`src/rtl/rv_regs_pkg.sv`:
```
// Shared register-file definitions for the write-back path.
// Holds register addressing constants, the write request type and the controller FSM states.
package rv_regs_pkg;
  localparam int REG_ADDR_W = 5;
  localparam int NUM_REGS   = 32;
  localparam logic [REG_ADDR_W-1:0] X0 = 5'd0;
  localparam int WB_XLEN    = 32;

  typedef struct packed {
    logic [REG_ADDR_W-1:0] rd;
    logic [WB_XLEN-1:0]    data;
  } wb_req_t;

  typedef enum logic {WB_CLEAR, WB_RUN} wb_state_e;
endpackage

```
`src/rtl/reg_wb_ctrl_wb_fifo.sv`:
```
// Circular load-result FIFO.
// Per-entry rd/valid vectors are exported for the hazard and WAW comparators.
module wb_fifo
  import rv_regs_pkg::*;
#(
  parameter int DEPTH = 4,
  parameter int XLEN  = 32
) (
  input  logic                                clk,
  input  logic                                rst,
  input  logic                                push,
  input  logic [REG_ADDR_W-1:0]               push_rd,
  input  logic [XLEN-1:0]                     push_data,
  input  logic                                pop,
  output logic [REG_ADDR_W-1:0]               head_rd,
  output logic [XLEN-1:0]                     head_data,
  output logic                                full,
  output logic                                empty,
  output logic [DEPTH-1:0][REG_ADDR_W-1:0]    ent_rd,
  output logic [DEPTH-1:0]                    ent_vld
);
  localparam int PW = (DEPTH > 1) ? $clog2(DEPTH) : 1;
  localparam int CW = $clog2(DEPTH) + 1;

  logic [DEPTH-1:0][REG_ADDR_W-1:0] rd_mem_q, rd_mem_d;
  logic [DEPTH-1:0][XLEN-1:0]       data_mem_q, data_mem_d;
  logic [DEPTH-1:0]                 vld_q, vld_d;
  logic [PW-1:0]                    wr_ptr_q, wr_ptr_d, rd_ptr_q, rd_ptr_d;
  logic [CW-1:0]                    count_q, count_d;
  logic                             do_push, do_pop;

  assign full    = (count_q == CW'(DEPTH));
  assign empty   = (count_q == '0);
  // A full FIFO refuses the push even if the head pops in the same cycle.
  assign do_push = push && !full;
  assign do_pop  = pop && !empty;

  assign head_rd   = rd_mem_q[rd_ptr_q];
  assign head_data = data_mem_q[rd_ptr_q];
  assign ent_rd    = rd_mem_q;
  assign ent_vld   = vld_q;

  always_comb begin
    rd_mem_d   = rd_mem_q;
    data_mem_d = data_mem_q;
    vld_d      = vld_q;
    wr_ptr_d   = wr_ptr_q;
    rd_ptr_d   = rd_ptr_q;
    if (do_push) begin
      rd_mem_d[wr_ptr_q]   = push_rd;
      data_mem_d[wr_ptr_q] = push_data;
      vld_d[wr_ptr_q]      = 1'b1;
      wr_ptr_d             = wr_ptr_q + PW'(1);
    end
    if (do_pop) begin
      vld_d[rd_ptr_q] = 1'b0;
      rd_ptr_d        = rd_ptr_q + PW'(1);
    end
    count_d = count_q + CW'(do_push) - CW'(do_pop);
  end

  always_ff @(posedge clk or posedge rst) begin
    if (rst) begin
      rd_mem_q   <= '0;
      data_mem_q <= '0;
      vld_q      <= '0;
      wr_ptr_q   <= '0;
      rd_ptr_q   <= '0;
      count_q    <= '0;
    end else begin
      rd_mem_q   <= rd_mem_d;
      data_mem_q <= data_mem_d;
      vld_q      <= vld_d;
      wr_ptr_q   <= wr_ptr_d;
      rd_ptr_q   <= rd_ptr_d;
      count_q    <= count_d;
    end
  end
endmodule

```
`src/rtl/reg_wb_ctrl.sv`:
```
// Register-file write-port owner: zeroes x1..x31 after reset, then merges ALU
// results and buffered load results onto WE3/A3/WD3 and flags RAW hazards.
module reg_wb_ctrl
  import rv_regs_pkg::*;
#(
  parameter int DEPTH = 4,
  parameter int XLEN  = 32
) (
  input  logic                  clk,
  input  logic                  rst,
  input  logic                  alu_valid,
  output logic                  alu_ready,
  input  logic [REG_ADDR_W-1:0] alu_rd,
  input  logic [XLEN-1:0]       alu_data,
  input  logic                  ld_valid,
  output logic                  ld_ready,
  input  logic [REG_ADDR_W-1:0] ld_rd,
  input  logic [XLEN-1:0]       ld_data,
  input  logic [REG_ADDR_W-1:0] rs1,
  input  logic [REG_ADDR_W-1:0] rs2,
  output logic                  rs1_pending,
  output logic                  rs2_pending,
  output logic                  WE3,
  output logic [REG_ADDR_W-1:0] A3,
  output logic [XLEN-1:0]       WD3,
  output logic                  init_done
);
  wb_state_e             state_q, state_d;
  logic [REG_ADDR_W-1:0] cnt_q, cnt_d;
  logic                  we3_q, we3_d;
  logic [REG_ADDR_W-1:0] a3_q, a3_d;
  logic [XLEN-1:0]       wd3_q, wd3_d;
  logic                  init_done_q, init_done_d;

  logic                             fifo_push, fifo_pop, fifo_full, fifo_empty;
  logic [REG_ADDR_W-1:0]            head_rd;
  logic [XLEN-1:0]                  head_data;
  logic [DEPTH-1:0][REG_ADDR_W-1:0] ent_rd;
  logic [DEPTH-1:0]                 ent_vld;

  logic run, ld_hs, alu_hs, alu_wr, ld_wr, bypass, alu_stall;
  logic alu_in_fifo, rs1_in_fifo, rs2_in_fifo;

  wb_fifo #(.DEPTH(DEPTH), .XLEN(XLEN)) u_fifo (
    .clk       (clk),
    .rst       (rst),
    .push      (fifo_push),
    .push_rd   (ld_rd),
    .push_data (ld_data),
    .pop       (fifo_pop),
    .head_rd   (head_rd),
    .head_data (head_data),
    .full      (fifo_full),
    .empty     (fifo_empty),
    .ent_rd    (ent_rd),
    .ent_vld   (ent_vld)
  );

  always_comb begin
    alu_in_fifo = 1'b0;
    rs1_in_fifo = 1'b0;
    rs2_in_fifo = 1'b0;
    for (int i = 0; i < DEPTH; i++) begin
      if (ent_vld[i] && ent_rd[i] == alu_rd) alu_in_fifo = 1'b1;
      if (ent_vld[i] && ent_rd[i] == rs1)    rs1_in_fifo = 1'b1;
      if (ent_vld[i] && ent_rd[i] == rs2)    rs2_in_fifo = 1'b1;
    end
  end

  assign run      = (state_q == WB_RUN);
  assign ld_ready = run && !fifo_full;
  assign ld_hs    = ld_valid && ld_ready;
  // A queued or same-cycle load to the same rd is older, so the ALU result waits behind it.
  assign alu_stall = (alu_rd != X0) && (alu_in_fifo || (ld_hs && ld_rd == alu_rd));
  assign alu_ready = run && !alu_stall;
  assign alu_hs    = alu_valid && alu_ready;
  assign alu_wr    = alu_hs && (alu_rd != X0);
  assign ld_wr     = ld_hs && (ld_rd != X0);

  // An idle port lets a fresh load skip the FIFO and write with ALU latency.
  assign fifo_pop  = run && !alu_wr && !fifo_empty;
  assign bypass    = run && !alu_wr && fifo_empty && ld_wr;
  assign fifo_push = ld_wr && !bypass;

  assign rs1_pending = run && (rs1 != X0) && (rs1_in_fifo || (we3_q && a3_q == rs1));
  assign rs2_pending = run && (rs2 != X0) && (rs2_in_fifo || (we3_q && a3_q == rs2));

  always_comb begin
    state_d     = state_q;
    cnt_d       = cnt_q;
    we3_d       = 1'b0;
    a3_d        = a3_q;
    wd3_d       = wd3_q;
    init_done_d = init_done_q;
    case (state_q)
      WB_CLEAR: begin
        we3_d = 1'b1;
        a3_d  = cnt_q;
        wd3_d = '0;
        cnt_d = cnt_q + REG_ADDR_W'(1);
        if (cnt_q == REG_ADDR_W'(NUM_REGS - 1)) begin
          state_d     = WB_RUN;
          init_done_d = 1'b1;
        end
      end
      WB_RUN: begin
        if (alu_wr) begin
          we3_d = 1'b1;
          a3_d  = alu_rd;
          wd3_d = alu_data;
        end else if (fifo_pop) begin
          we3_d = 1'b1;
          a3_d  = head_rd;
          wd3_d = head_data;
        end else if (bypass) begin
          we3_d = 1'b1;
          a3_d  = ld_rd;
          wd3_d = ld_data;
        end
      end
    endcase
  end

  always_ff @(posedge clk or posedge rst) begin
    if (rst) begin
      state_q     <= WB_CLEAR;
      cnt_q       <= REG_ADDR_W'(1);
      we3_q       <= 1'b0;
      a3_q        <= '0;
      wd3_q       <= '0;
      init_done_q <= 1'b0;
    end else begin
      state_q     <= state_d;
      cnt_q       <= cnt_d;
      we3_q       <= we3_d;
      a3_q        <= a3_d;
      wd3_q       <= wd3_d;
      init_done_q <= init_done_d;
    end
  end

  assign WE3       = we3_q;
  assign A3        = a3_q;
  assign WD3       = wd3_q;
  assign init_done = init_done_q;
endmodule
```
`config.mk`:
```
export PLATFORM = sky130hd
export DESIGN_NAME = reg_wb_ctrl
export DESIGN_NICKNAME = d
export VERILOG_FILES = /design/src/rtl/rv_regs_pkg.sv /design/src/rtl/reg_wb_ctrl_wb_fifo.sv /design/src/rtl/reg_wb_ctrl.sv
export SDC_FILE = /design/constraint.sdc
export NUM_CORES = 1
export LEC_CHECK = 0
export BUFFER_PORTS_ARGS = -buffer_cell sky130_fd_sc_hd__buf_2
export CORE_ASPECT_RATIO = 1.75
export CORE_MARGIN = 1
export CORE_UTILIZATION = 40
export CTS_CLUSTER_SIZE = 10
export DETAILED_ROUTE_END_ITERATION = 8
export GPL_TIMING_DRIVEN = 0
export SETUP_SLACK_MARGIN = 0.2
export SYNTH_ARGS = -nofsm -noshare
export SYNTH_HDL_FRONTEND = slang
export SYNTH_SLANG_ARGS = --single-unit
```
`constraint.sdc`:
```
create_clock -name clk -period 15.2 [get_ports clk]
set_input_delay 2.28 -clock clk [delete_from_list [all_inputs] [get_ports clk]]
set_output_delay 2.28 -clock clk [all_outputs]
set_load 0.02 [all_outputs]
```
# Yosys cells after proc, flatten, opt, wreduce, memory -nomap -nowiden
# Cells that the tools add are included.
# totals
in_bits	88
out_inout_bits	43
register_bits	204
# classes
reduce_logical	49
n_addsub	5
n_lt_le_gt_ge	4
n_eq_ne	18
bitwise	4
muxes	42
# op_table
op	n
32-bit 2-to-1 mux	5
128-bit bitwise mux	1
5-bit equality test	15
32-bit binary-select mux with 2-bit select	1
32-bit demux with 2-bit select	1
32-bit one-hot mux with 2 select lines	1
1-bit logical AND	35
5-bit 2-to-1 mux	5
20-bit bitwise mux	1
5-bit nonzero test	4
1-bit 2-to-1 mux	19
5-bit binary-select mux with 2-bit select	1
5-bit demux with 2-bit select	1
5-bit one-hot mux with 2 select lines	1
4-bit 2-to-1 mux	2
2-bit by 3-bit < comparator with 1-bit output (second input constant)	2
5-bit by 1-bit adder with 5-bit output (second input constant)	1
5-bit equality test (second input constant)	1
1-bit zero test	5
2-bit by 1-bit adder with 2-bit output (second input constant)	2
4-bit AND	1
1-bit demux with 2-bit select	2
2-bit by 1-bit greater-or-equal comparator with 1-bit output (second input constant)	2
4-bit by 1-bit inequality test with 1-bit output (second input constant)	1
other kinds (10)	12

# Logic depth before layout (Yosys ltp)
# depth
depth_word	22
ltp_mapped	14
ltp_nobuf	12

# Modules after synthesis
# A second synthesis with hierarchy kept.
# unflattened
cells_unflattened	888
hier_area_um2	11212.0
# modules_own_cells
module	instances	cells_per_inst	area_per_inst_um2	seq_area_each_um2
wb_fifo	1	408	7299.5	3978.8
reg_wb_ctrl	1	480	3912.5	1127.3

# Worst setup path before layout
# No wires, ideal clock.
# synth_path
path_type	input to output
start	input port rs1[1]
end	output port rs1_pending
arrival_ns	3.497
cell_stages	7
setup_slack_ns	9.423
required_ns	12.920
cell_sequence	clkbuf_1 > xor2_1 > nor4_1 > nand3_1 > nand2_1 > a31oi_1 > a31oi_1
# synth_via
elab_chain_len	8
# synth_rtl
item	line	source
start, declared	reg_wb_ctrl.sv:19	input logic [REG_ADDR_W-1:0] rs1,
5-bit equality test	reg_wb_ctrl.sv:65	if (ent_vld[i] && ent_rd[i] == rs1) rs1_in_fifo = 1'b1;
1-bit logical AND	reg_wb_ctrl.sv:65	
1-bit 2-to-1 mux (4 in series)	reg_wb_ctrl.sv:65	
1-bit logical OR	reg_wb_ctrl.sv:85	assign rs1_pending = run && (rs1 != X0) && (rs1_in_fifo || (we3_q && a3_q == rs1));
1-bit logical AND *	reg_wb_ctrl.sv:85	
end, declared	reg_wb_ctrl.sv:21	output logic rs1_pending,
# Mark *: on every way between the ends. The rest lies on a longest branch, timed or not.

# Worst setup path after layout
# layout_path
start	input port alu_rd[3]
end	output port alu_ready
# layout_via
elab_chain_len	10
# layout_rtl
item	line	source
start, declared	reg_wb_ctrl.sv:13	input logic [REG_ADDR_W-1:0] alu_rd,
5-bit equality test	reg_wb_ctrl.sv:64	if (ent_vld[i] && ent_rd[i] == alu_rd) alu_in_fifo = 1'b1;
1-bit logical AND	reg_wb_ctrl.sv:64	
1-bit 2-to-1 mux (4 in series)	reg_wb_ctrl.sv:64	
1-bit logical OR	reg_wb_ctrl.sv:74	assign alu_stall = (alu_rd != X0) && (alu_in_fifo || (ld_hs && ld_rd == alu_rd));
1-bit logical AND *	reg_wb_ctrl.sv:74	
1-bit zero test *	reg_wb_ctrl.sv:75	assign alu_ready = run && !alu_stall;
1-bit logical AND *	reg_wb_ctrl.sv:75	
end, declared	reg_wb_ctrl.sv:12	output logic alu_ready,
# Marks and branches as above.

==> results.md <==
* Status: complete, no violations
* Max_cap viols at 0
* FFs w/ async S/R, synth at 1.00
* DR pass1 iterations at 5
* Antenna violations before repair at 3
* Final hold slack at 450 ps
* Hold Fails Final Rpt at 0
* Seq/Total Area, Yosys at 0.472
* Hold-fix buffers at CTS at 0
* DR vias at 7053
* Synthesized area at about 11000 µm²
* Setup Skew at 11.8 ps
* Req. time, crit path at between 10000 and 15000 ps
* Dominant cells by area after synthesis: dfrtp_1, mux2_4, mux2_2, mux4_2, xnor2_1
* Worst min-delay path class: flop to flop
* Largest family of logic cells by synthesized area: multiplexers
* Setup Viol. Count Final at 0
* Port bufs at approximately 120
* WL final at 28.0 mm
* Yosys cell types at 52
* Fill cell count at between 2000 and 2500
* Final setup margin at around 9200 ps
* Sw power at roughly 960 µW
* Grt ovf at 0
* ANT nets after route at 0
* Layout cells sized above 1 at 0.398
* Fmax at roughly 170 MHz
* CTS buffer count at 24
* Wirelength per Cell at around 22 µm
* Die Width at approximately 130 µm
* Number of synthesized flops with an enable pin at 0
* Switching share of power at 0.352
* Pre-CTS setup slack at just over 9000 ps
* Top_reg_cell synth: dfrtp_1
* Leak pwr at approximately 0.0057 µW
* Syn Area/Cell at about 13 µm²
* Min Clock Period, post-route at approximately 6000 ps
* Synth Area in Adders at 0.0157
* Worst r2r src: u_fifo.count_q[2]
* Area leader, netlist: dfrtp_1
* Post-DP Area at 11800 µm²
* Starting DRT DRC Count at 304
* Post_cts resized at 0
* Setup tns final at 0 ps
* Via density at 5.49
* Worst hold start: init_done
* Flop pwr share at 0.371
* Residual DRC at 0
* Synth Area in Compound Gates at 0.0914
* Worst-Margin Slew at 1200 ps
* RSZ-0062 raised after global routing: false
* CP max FO at 7
* Multiplexer share of the synthesized area at 0.257
* Slew Viols, Final at 0
* Clock Path Buffers at 3
* Post-CTS setup buffers at 0
* Design Area, Final at 12500 µm²
* Final period util at 0.396
* Post-Synthesis Cells at 809
* Routability cong. at roughly 0.9
* Crit path kind: input port to output pin
* Die Span Y at 220 µm
* Headroom to the max-slew limit at 0.191
* Largest net degree at the start of global routing at around 110
* Top-count cell post-synth: dfrtp_1
* YS warnings at 0
* Initial core utilization at 0.407
* CTS Root Cell: clkbuf_16
* Mapped Nets at 910
* Xor and xnor area share after synthesis at 0.0663
* Later-pin clock latency in the skew report at approximately 520 ps
* Crit path capture type: output pin
* Seq cells post-synth at between 200 and 250
* PD cells at approximately 220 nW/µm²
* Nets at ~1100
* Die area at roughly 28000 µm²
* Clock share of power at 0.188
* Worst path arrival time at 3740 ps
* Core footprint at 26600 µm²
* Synth Area in Simple Gates at 0.0343
* Combinational fraction of design power at 0.442
* H-tree depth reported by CTS at 1
* FP Rows at 79
* Area share of the largest cell type after synthesis at 0.469
* # IOs at about 130
* Post-DP HPWL at 19.5 mm
* CTS clk-pin slew, worst paths at 60 ps
* GRT Util Overall at 0.210
* Vias in the first global route at 7721
* Critical Path Start Type: input port
* Cell-internal power at 1770 µW
* Finished Core Util at 0.470
* Crit path from: alu_rd[3]
* Clock Sink Count at 204
* First-pass GRT wire length at roughly 44 mm
* Area growth syn-to-layout at 15.5%
* Commonest cells post-synth: dfrtp_1, inv_1, mux2_2, mux2_4, xnor2_1
* CTS tree: done
* VDD IR max at 0.0972 mV
==> state kept, by name, indices dropped and copies added (netlist names) <==
| name | cells |
|---|---|
| run | 1 |
| u_fifo.count_q | 3 |
| u_fifo.ent_vld | 4 |
| u_fifo.ent_rd | 20 |
| u_fifo.data_mem_q | 128 |
| A3 | 5 |
| WE3 | 1 |
| init_done | 1 |
| u_fifo.rd_ptr_q | 2 |
| cnt_q | 5 |
| WD3 | 32 |
| u_fifo.wr_ptr_q | 2 |
==> cell type report <==
cell class | instances | area [µm²] | share of cell area
Antenna cell | 1 | 2.50 | 0.000200
Sequential cell | 204 | 5110 | 0.408
Inverter | 85 | 327 | 0.0261
Tap cell | 324 | 405 | 0.0324
Clock inverter | 1 | 7.51 | 0.000600
Timing Repair Buffer | 116 | 603 | 0.0482
Clock buffer | 33 | 656 | 0.0524
Buffer | 54 | 369 | 0.0295
Multi-Input combinational cell | 466 | 5030 | 0.402
==> cell usage in the layout, fill, tap and decap left out, types with 5 or more instances in the layout <==
cell type	instances
ha_1	12
nor2_1	5
nand2_1	18
clkbuf_1	25
o22ai_1	32
o21ai_0	7
xnor2_1	42
nand4_1	5
a221o_1	35
a21oi_1	6
mux2_4	72
mux4_2	37
nor3_1	5
dfrtp_1	203
xor2_1	40
buf_2	131
inv_1	83
nand3_1	13
clkbuf_16	25
buf_6	19
mux2_2	77
nor4_1	12
==> power groups by stage <==
stage          Clock [µW]  Combinational [µW]  Sequential (µW)
2_1_floorplan           0                 896             1010
3_3_place_gp            0                1200             1010
3_5_place_dp            0                1220             1020
4_1_cts               527                1230             1010
5_1_grt               548                1320             1050
6_report              514                1210             1010
==> layer usage <==
metal / vias up / part of all wire / track usage
li1: 3194 / - / -
met1: 3631 / 0.39 / 0.240
met2: 172 / 0.54 / 0.390
met3: 52 / 0.034 / 0.0282
met4: 4 / 0.032 / 0.0888
met5: - / 0.00082 / 0
==> path summary, 6_finish.rpt <==
| path | end | slack, ps | depth (start not counted) |
|---|---|---|---|
| max in group asynchronous | u_fifo.data_mem_q[41] | 12320 | 3 |
| hold reg to reg | init_done | 450 | 1 |
| min in group asynchronous | cnt_q[3] | 1900 | 2 |
| hold / removal | init_done | 450 | 1 |
| setup / recovery | alu_ready | 9180 | 8 |
| setup reg to reg | u_fifo.count_q[2] | 11570 | 13 |
==> cell families (layout without fill, tap and decap cells) <==
kind of cell,after synthesis,in the layout
xor gates and xnor gates,82,82
muxes,186,186
buffers and inverters,139,289
AOI/OAI and AO/OA,116,116
other,0,1
DFF,204,204
adders and majority gates,13,13
and+or+nand+nor,69,69
==> stage by stage <==
step	instances	power, µW
4_1_cts	1283	2770
3_3_place_gp	1248	2210
3_5_place_dp	1249	2240
6_report	1284	2740
5_1_grt	1284	2910
2_1_floorplan	809	1910
==> worst max-delay path: stages <==
cell and delay [ps]:
buf_4 160, xnor2_1 150, nand4_1 160, o22ai_2 470, nor3_1 140, a21oi_1 160
nor2_1 50, buf_2 170
No activity file was read; power rests on OpenSTA's default activity.
